--- src/rtl/datapath_pkg.sv ---
// Shared datapath constants, MIPS opcode encodings and the ID/EX bundle layout.
package datapath_pkg;

    localparam int unsigned DATA_W = 32;
    localparam int unsigned AW     = 5;
    localparam int unsigned OPW    = 6;

    localparam logic [OPW-1:0] OP_RTYPE = 6'h00;
    localparam logic [OPW-1:0] OP_J     = 6'h02;
    localparam logic [OPW-1:0] OP_BEQ   = 6'h04;
    localparam logic [OPW-1:0] OP_BNE   = 6'h05;
    localparam logic [OPW-1:0] OP_ADDI  = 6'h08;
    localparam logic [OPW-1:0] OP_SLTI  = 6'h0A;
    localparam logic [OPW-1:0] OP_ANDI  = 6'h0C;
    localparam logic [OPW-1:0] OP_ORI   = 6'h0D;
    localparam logic [OPW-1:0] OP_LUI   = 6'h0F;
    localparam logic [OPW-1:0] OP_LW    = 6'h23;
    localparam logic [OPW-1:0] OP_SW    = 6'h2B;

    typedef struct packed {
        logic [DATA_W-1:0] op1;
        logic [DATA_W-1:0] op2;
        logic [DATA_W-1:0] imm;
        logic [AW-1:0]     dest;
        logic [OPW-1:0]    opcode;
        logic [OPW-1:0]    funct;
        logic              regWrite;
        logic              isLoad;
        logic              isStore;
    } id_ex_t;

endpackage

--- src/rtl/operand_forward_mux.sv ---
// Per-source operand select: $0 -> zero, then EX forward, then WB forward, then register file.
module operand_forward_mux
    import datapath_pkg::*;
(
    input  logic [AW-1:0]     srcAddr,
    input  logic [DATA_W-1:0] rfData,
    input  logic              exFwdEn,
    input  logic [AW-1:0]     exFwdAddr,
    input  logic [DATA_W-1:0] exFwdData,
    input  logic              wbFwdEn,
    input  logic [AW-1:0]     wbFwdAddr,
    input  logic [DATA_W-1:0] wbFwdData,
    output logic [DATA_W-1:0] operand_c
);

    always_comb begin
        operand_c = rfData;
        if (srcAddr == AW'(0)) begin
            operand_c = '0;
        end else if (exFwdEn && (exFwdAddr == srcAddr)) begin
            operand_c = exFwdData;
        end else if (wbFwdEn && (wbFwdAddr == srcAddr)) begin
            operand_c = wbFwdData;
        end
    end

endmodule

--- src/rtl/decode_issue_stage.sv ---
// Decode/issue stage: decodes a fetched instruction, forwards operands, detects
// load-use hazards and registers the ID/EX bundle behind a valid/ready handshake.
module decode_issue_stage
    import datapath_pkg::*;
(
    input  logic              clk,
    input  logic              rst_n,
    input  logic              in_valid,
    output logic              in_ready,
    input  logic [31:0]       in_instr,
    input  logic              flush,
    output logic [AW-1:0]     rf_raddr1,
    output logic [AW-1:0]     rf_raddr2,
    input  logic [DATA_W-1:0] rf_rdata1,
    input  logic [DATA_W-1:0] rf_rdata2,
    input  logic              ex_fwd_en,
    input  logic [AW-1:0]     ex_fwd_addr,
    input  logic [DATA_W-1:0] ex_fwd_data,
    input  logic              wb_fwd_en,
    input  logic [AW-1:0]     wb_fwd_addr,
    input  logic [DATA_W-1:0] wb_fwd_data,
    output logic              out_valid,
    input  logic              out_ready,
    output logic [DATA_W-1:0] out_op1,
    output logic [DATA_W-1:0] out_op2,
    output logic [DATA_W-1:0] out_imm,
    output logic [AW-1:0]     out_dest,
    output logic [OPW-1:0]    out_opcode,
    output logic [OPW-1:0]    out_funct,
    output logic              out_reg_write,
    output logic              out_is_load,
    output logic              out_is_store,
    output logic [31:0]       stall_count
);

    logic [OPW-1:0]    opcode;
    logic [AW-1:0]     rs, rt, rd;
    logic [15:0]       imm16;
    logic              useRs, useRt, regWrite, isLoad, isStore;
    logic [AW-1:0]     dest;
    logic [DATA_W-1:0] immExt;
    logic [DATA_W-1:0] fwd1_c, fwd2_c;
    logic              hazard, accept;
    id_ex_t            nextBundle, idEx;
    logic              outValid;
    logic [31:0]       stallCount;

    assign opcode    = in_instr[31:26];
    assign rs        = in_instr[25:21];
    assign rt        = in_instr[20:16];
    assign rd        = in_instr[15:11];
    assign imm16     = in_instr[15:0];
    assign rf_raddr1 = rs;
    assign rf_raddr2 = rt;

    // Field decode; unknown opcodes fall through as a NOP with no sources.
    always_comb begin
        useRs    = 1'b0;
        useRt    = 1'b0;
        regWrite = 1'b0;
        isLoad   = 1'b0;
        isStore  = 1'b0;
        dest     = rt;
        immExt   = {{(DATA_W-16){imm16[15]}}, imm16};
        case (opcode)
            OP_RTYPE: begin
                useRs    = 1'b1;
                useRt    = 1'b1;
                regWrite = 1'b1;
                dest     = rd;
            end
            OP_LW: begin
                useRs    = 1'b1;
                regWrite = 1'b1;
                isLoad   = 1'b1;
            end
            OP_ADDI, OP_SLTI: begin
                useRs    = 1'b1;
                regWrite = 1'b1;
            end
            OP_ANDI, OP_ORI: begin
                useRs    = 1'b1;
                regWrite = 1'b1;
                immExt   = {{(DATA_W-16){1'b0}}, imm16};
            end
            OP_LUI: begin
                useRs    = 1'b1;
                regWrite = 1'b1;
                immExt   = {imm16, {(DATA_W-16){1'b0}}};
            end
            OP_SW: begin
                useRs   = 1'b1;
                useRt   = 1'b1;
                isStore = 1'b1;
            end
            OP_BEQ, OP_BNE: begin
                useRs = 1'b1;
                useRt = 1'b1;
            end
            default: ;
        endcase
        if (!regWrite) begin
            dest = '0;
        end
    end

    operand_forward_mux u_fwd1 (
        .srcAddr   (rs),
        .rfData    (rf_rdata1),
        .exFwdEn   (ex_fwd_en),
        .exFwdAddr (ex_fwd_addr),
        .exFwdData (ex_fwd_data),
        .wbFwdEn   (wb_fwd_en),
        .wbFwdAddr (wb_fwd_addr),
        .wbFwdData (wb_fwd_data),
        .operand_c (fwd1_c)
    );

    operand_forward_mux u_fwd2 (
        .srcAddr   (rt),
        .rfData    (rf_rdata2),
        .exFwdEn   (ex_fwd_en),
        .exFwdAddr (ex_fwd_addr),
        .exFwdData (ex_fwd_data),
        .wbFwdEn   (wb_fwd_en),
        .wbFwdAddr (wb_fwd_addr),
        .wbFwdData (wb_fwd_data),
        .operand_c (fwd2_c)
    );

    always_comb begin
        nextBundle          = '0;
        nextBundle.op1      = useRs ? fwd1_c : '0;
        nextBundle.op2      = useRt ? fwd2_c : '0;
        nextBundle.imm      = immExt;
        nextBundle.dest     = dest;
        nextBundle.opcode   = opcode;
        nextBundle.funct    = in_instr[5:0];
        nextBundle.regWrite = regWrite;
        nextBundle.isLoad   = isLoad;
        nextBundle.isStore  = isStore;
    end

    // A load still in the output register cannot forward its data yet.
    assign hazard = outValid && idEx.isLoad && (idEx.dest != AW'(0)) &&
                    ((useRs && (idEx.dest == rs)) || (useRt && (idEx.dest == rt)));

    assign in_ready = flush || ((!outValid || out_ready) && !hazard);
    assign accept   = in_valid && in_ready && !flush;

    always_ff @(posedge clk or negedge rst_n) begin
        if (!rst_n) begin
            idEx       <= '0;
            outValid   <= 1'b0;
            stallCount <= '0;
        end else begin
            if (flush) begin
                outValid <= 1'b0;
            end else if (accept) begin
                idEx     <= nextBundle;
                outValid <= 1'b1;
            end else if (out_ready) begin
                outValid <= 1'b0;
            end
            if (!flush && hazard && in_valid && out_ready && (stallCount != 32'hFFFF_FFFF)) begin
                stallCount <= stallCount + 32'd1;
            end
        end
    end

    assign out_valid     = outValid;
    assign out_op1       = idEx.op1;
    assign out_op2       = idEx.op2;
    assign out_imm       = idEx.imm;
    assign out_dest      = idEx.dest;
    assign out_opcode    = idEx.opcode;
    assign out_funct     = idEx.funct;
    assign out_reg_write = idEx.regWrite;
    assign out_is_load   = idEx.isLoad;
    assign out_is_store  = idEx.isStore;
    assign stall_count   = stallCount;

endmodule

--- config.mk ---
export PLATFORM = sky130hd
export DESIGN_NAME = decode_issue_stage
export DESIGN_NICKNAME = d
export VERILOG_FILES = /design/src/rtl/datapath_pkg.sv /design/src/rtl/operand_forward_mux.sv /design/src/rtl/decode_issue_stage.sv
export SDC_FILE = /design/constraint.sdc
export NUM_CORES = 1
export LEC_CHECK = 0
export ABC_AREA = 1
export CAP_MARGIN = 10
export CORE_MARGIN = 3
export CORE_UTILIZATION = 45
export CTS_CLUSTER_SIZE = 14
export DETAILED_ROUTE_END_ITERATION = 10
export PLACE_DENSITY = 0.88
export SLEW_MARGIN = 20
export SYNTH_ARGS = -nofsm -noshare
export SYNTH_HDL_FRONTEND = slang
export SYNTH_SLANG_ARGS = --single-unit
--- constraint.sdc ---
create_clock -name clk -period 2.1 [get_ports clk]
set_clock_uncertainty 0.1 [all_clocks]
set_input_delay 0.42 -clock clk [delete_from_list [all_inputs] [get_ports clk]]
set_output_delay 0.42 -clock clk [all_outputs]
set_load 0.005 [all_outputs]
==> out/qor.yml, run 1 <==
reg2reg_from: "out_dest[4]"
netlist.area_leader.share_pct: 37.6
yosysMostFrequentCell: "nand2_1"
min_period_ns: 2.27
rsz0062_at_grt: "true"
dieHeight_um: 154
synth_top_family_by_area: "simple AND/OR/NAND/NOR gates"
crit_fanout: 2
yosysTopAreaCell: "dfrtp_1"
rows: 53
via_count: 12448
yosys.area_share.simple_pct: 44.0
violations: "setup timing"
ys_ff_latch: 149
critPathLaunchType: "input port"
final-setup-viol-count: 3
clk-insertion-delay-late_ns: 0.43
routabilityCongestion: 0.979
num-fill-cells: 1660
io_buffer_count: 336
clk_root_buffer_cell: "clkbuf_16"
synth_fa_ha_area_share_pct: 0.126
reg2reg_depth: 11
synth_nets: 1689
synth_area_leaders: "dfrtp_1 (38%), nand2_1 (19%), nand4_1 (8.8%)"
synth_common_cells: "nand2_1 (496), nor2_1 (188), dfrtp_1 (149)"
ant_nets: 0
p_clk_share_pct: 37.0
hpwlAfterDp_mm: 28.9
p_seq_share_pct: 38.0
grt_pass1_wl_mm: 62.7
yosys_most_used_dff: "dfrtp_1"
synth_compound_area_share_pct: 6.00
sw_frac_of_total_pct: 31.7
hold_class: "input port to async pin"
wire_per_inst_um: 18.9
dr.pass1.iters: 6
grtUsageTotal_pct: 32.6
synthMuxAreaShare_pct: 0.454
clock_sinks: 149
power_density_nw_per_um2: 546
p_int_w: 0.00575
cp.required_ns: 1.58
ys_types: 29
num_io_pins: 337
finalWirelength_mm: 41.5
final_nets: 2078
grt_max_degree: 54
syn-instance-count: 1511
ir_worst_vdd_mv: 0.462
fin_util_pct: 72.3
synth_edf_count: 0
drt-vias-per-instance: 5.68
drc: 0
syn_area_sq_um: 9920
finalHoldViolCount: 0
worstMarginPinSlew_ns: 1.13
finalWorstSetupSlack_ns: -0.172
clockBufferDepth: 2
clk_pin_slew_ns: 0.07
synth_xor_area_share_pct: 1.94
endpoint_kind: "primary output"
fmax_mhz: 440
grt_pass1_vias: 12146
p_sw_w: 0.00267
drv_cap: 0
period_share_pct: 108
syn_area_per_cell_sq_um: 6.56
gr-total-overflow: 0
async_reset_ff_share_pct: 100
dieArea_sq_um: 23900
die_w_um: 154
power_leakage_nw: 7.48
ys_warn_count: 0
antenna_found_initial: 2
cts_tree: "done"
initial_utilization_pct: 46.4
layout-drive-gt1-share_pct: 12.9
combPwrFrac_pct: 25.0
area_delta_synth_final_pct: 55.7
finalMaxSlewViolations: 0
status: "finished with violations"
worst_ep_arrival_time_ns: 1.75
crit_type: "input port to primary output"
ys_seq_area_share_pct: 37.6
cts_buffers: 17
r2r_end: "out_imm[4]"
core_area_sq_um: 21400
htree_levels: 4
whs_ns: 0.371
rrSetupSlack_ns: 0
drt-initial-drc-count: 895
slew_headroom_pct: 24.5
## critical path, cell delays in order
cell             delay, ns
clkdlybuf4s50_1       0.47
inv_1                 0.11
nand4_1               0.26
a21oi_4               0.25
a21oi_4               0.09
buf_2                 0.14
## repair_timing
action                                  CTS  global route
gates resized for setup                  45            27
hold endpoints to repair                 34             0
gates cloned                              2            10
pin swaps                                15             8
hold buffers                              1             0
endpoints found under the setup margin  155           131
buffers inserted                          8             2
## cell families (layout without fill, tap and decap cells)
family / count (synthesis) / after routing
AO/OA/AOI/OAI: 117 / 117
XOR/XNOR: 22 / 22
adder cells (fa/ha/maj): 1 / 1
buffers and inverters: 226 / 627
flip-flops: 149 / 149
multiplexers: 4 / 4
other: 0 / 2
AND/OR/NAND/NOR: 992 / 993
## sequential cells by signal, indices dropped and copies added, names as in the netlist
register / flops
out_dest: 5
out_funct: 6
out_imm: 32
out_is_load: 1
out_is_store: 1
out_op1: 32
out_op2: 32
out_opcode: 6
out_reg_write: 1
out_valid: 1
stall_count: 32
## how the worst max path moves through the flow
stage                   start              end  slack [ns]  cells after the start
2_1_floorplan  stall_count[0]  stall_count[20]        0.16                     10
3_3_place_gp     in_instr[30]         in_ready       -0.61                     10
3_5_place_dp     in_instr[30]         in_ready       -0.65                     10
4_1_cts           out_dest[0]         in_ready       -0.12                      7
5_1_grt           out_dest[2]         in_ready       -0.20                      6
6_report                flush         in_ready       -0.17                      6
## routing by layer
| layer | vias to the layer above | GRT usage (%) | routed length (um) |
|---|---|---|---|
| met5 | - | 0 | 0 |
| met4 | 0 | 16.3 | 2270 |
| met3 | 195 | 9.01 | 4590 |
| met2 | 830 | 55.6 | 19600 |
| met1 | 5705 | 37.6 | 15000 |
| li1 | 5718 | - | - |
## layout by cell type, fill, tap and decap left out, types with 27 or more instances in the layout
cell type	Yosys	routed
inv_1	111	108
nand4_1	139	139
o21ai_1	77	75
buf_12	0	27
clkdlybuf4s50_1	0	318
nand3_1	127	124
nor2_1	188	177
nand2_1	496	489
buf_4	20	92
dfrtp_1	149	143
## power by group through the flow
stage,logic [W],registers [W],clock network [W]
floorplan,0.000696,0.00324,0
global placement,0.00196,0.00324,0
detailed placement,0.00200,0.00324,0
CTS,0.00202,0.00319,0.00314
global route,0.00226,0.00322,0.00326
finish,0.00211,0.00320,0.00312
## area by class of cell
type	instances	area [sq um]	share of cell area, %
flip-flops and latches	149	3740	24.2
inverters	121	454	2.94
diodes	2	5.00	0.0324
repair buffers	474	4880	31.6
multi-input cells	1137	5430	35.2
clock buffers	17	425	2.75
clock inverters	15	161	1.05
well taps	275	344	2.23
## per-stage QoR
step | TNS (ns) | power, W | area, sq um | worst slack [ns] | instances
3_5_place_dp | -72.33 | 0.00525 | 14400 | -0.653 | 2135
4_1_cts | -0.118 | 0.00835 | 15100 | -0.118 | 2177
2_1_floorplan | 0 | 0.00394 | 9920 | 0.158 | 1511
5_1_grt | -1.45 | 0.00874 | 15400 | -0.202 | 2190
6_report | -0.200 | 0.00843 | 15400 | -0.172 | 2190
3_3_place_gp | -62.40 | 0.00520 | 14400 | -0.607 | 2135
Note: power is estimated with default switching activity, not from simulation.
==> run 2, diff against run 1 <==
Settings changed: CTS_CLUSTER_SIZE 14 to default.
==> results of run 2 <==
Same layout as run 1: the final DEF is identical, and so are final timing and power.
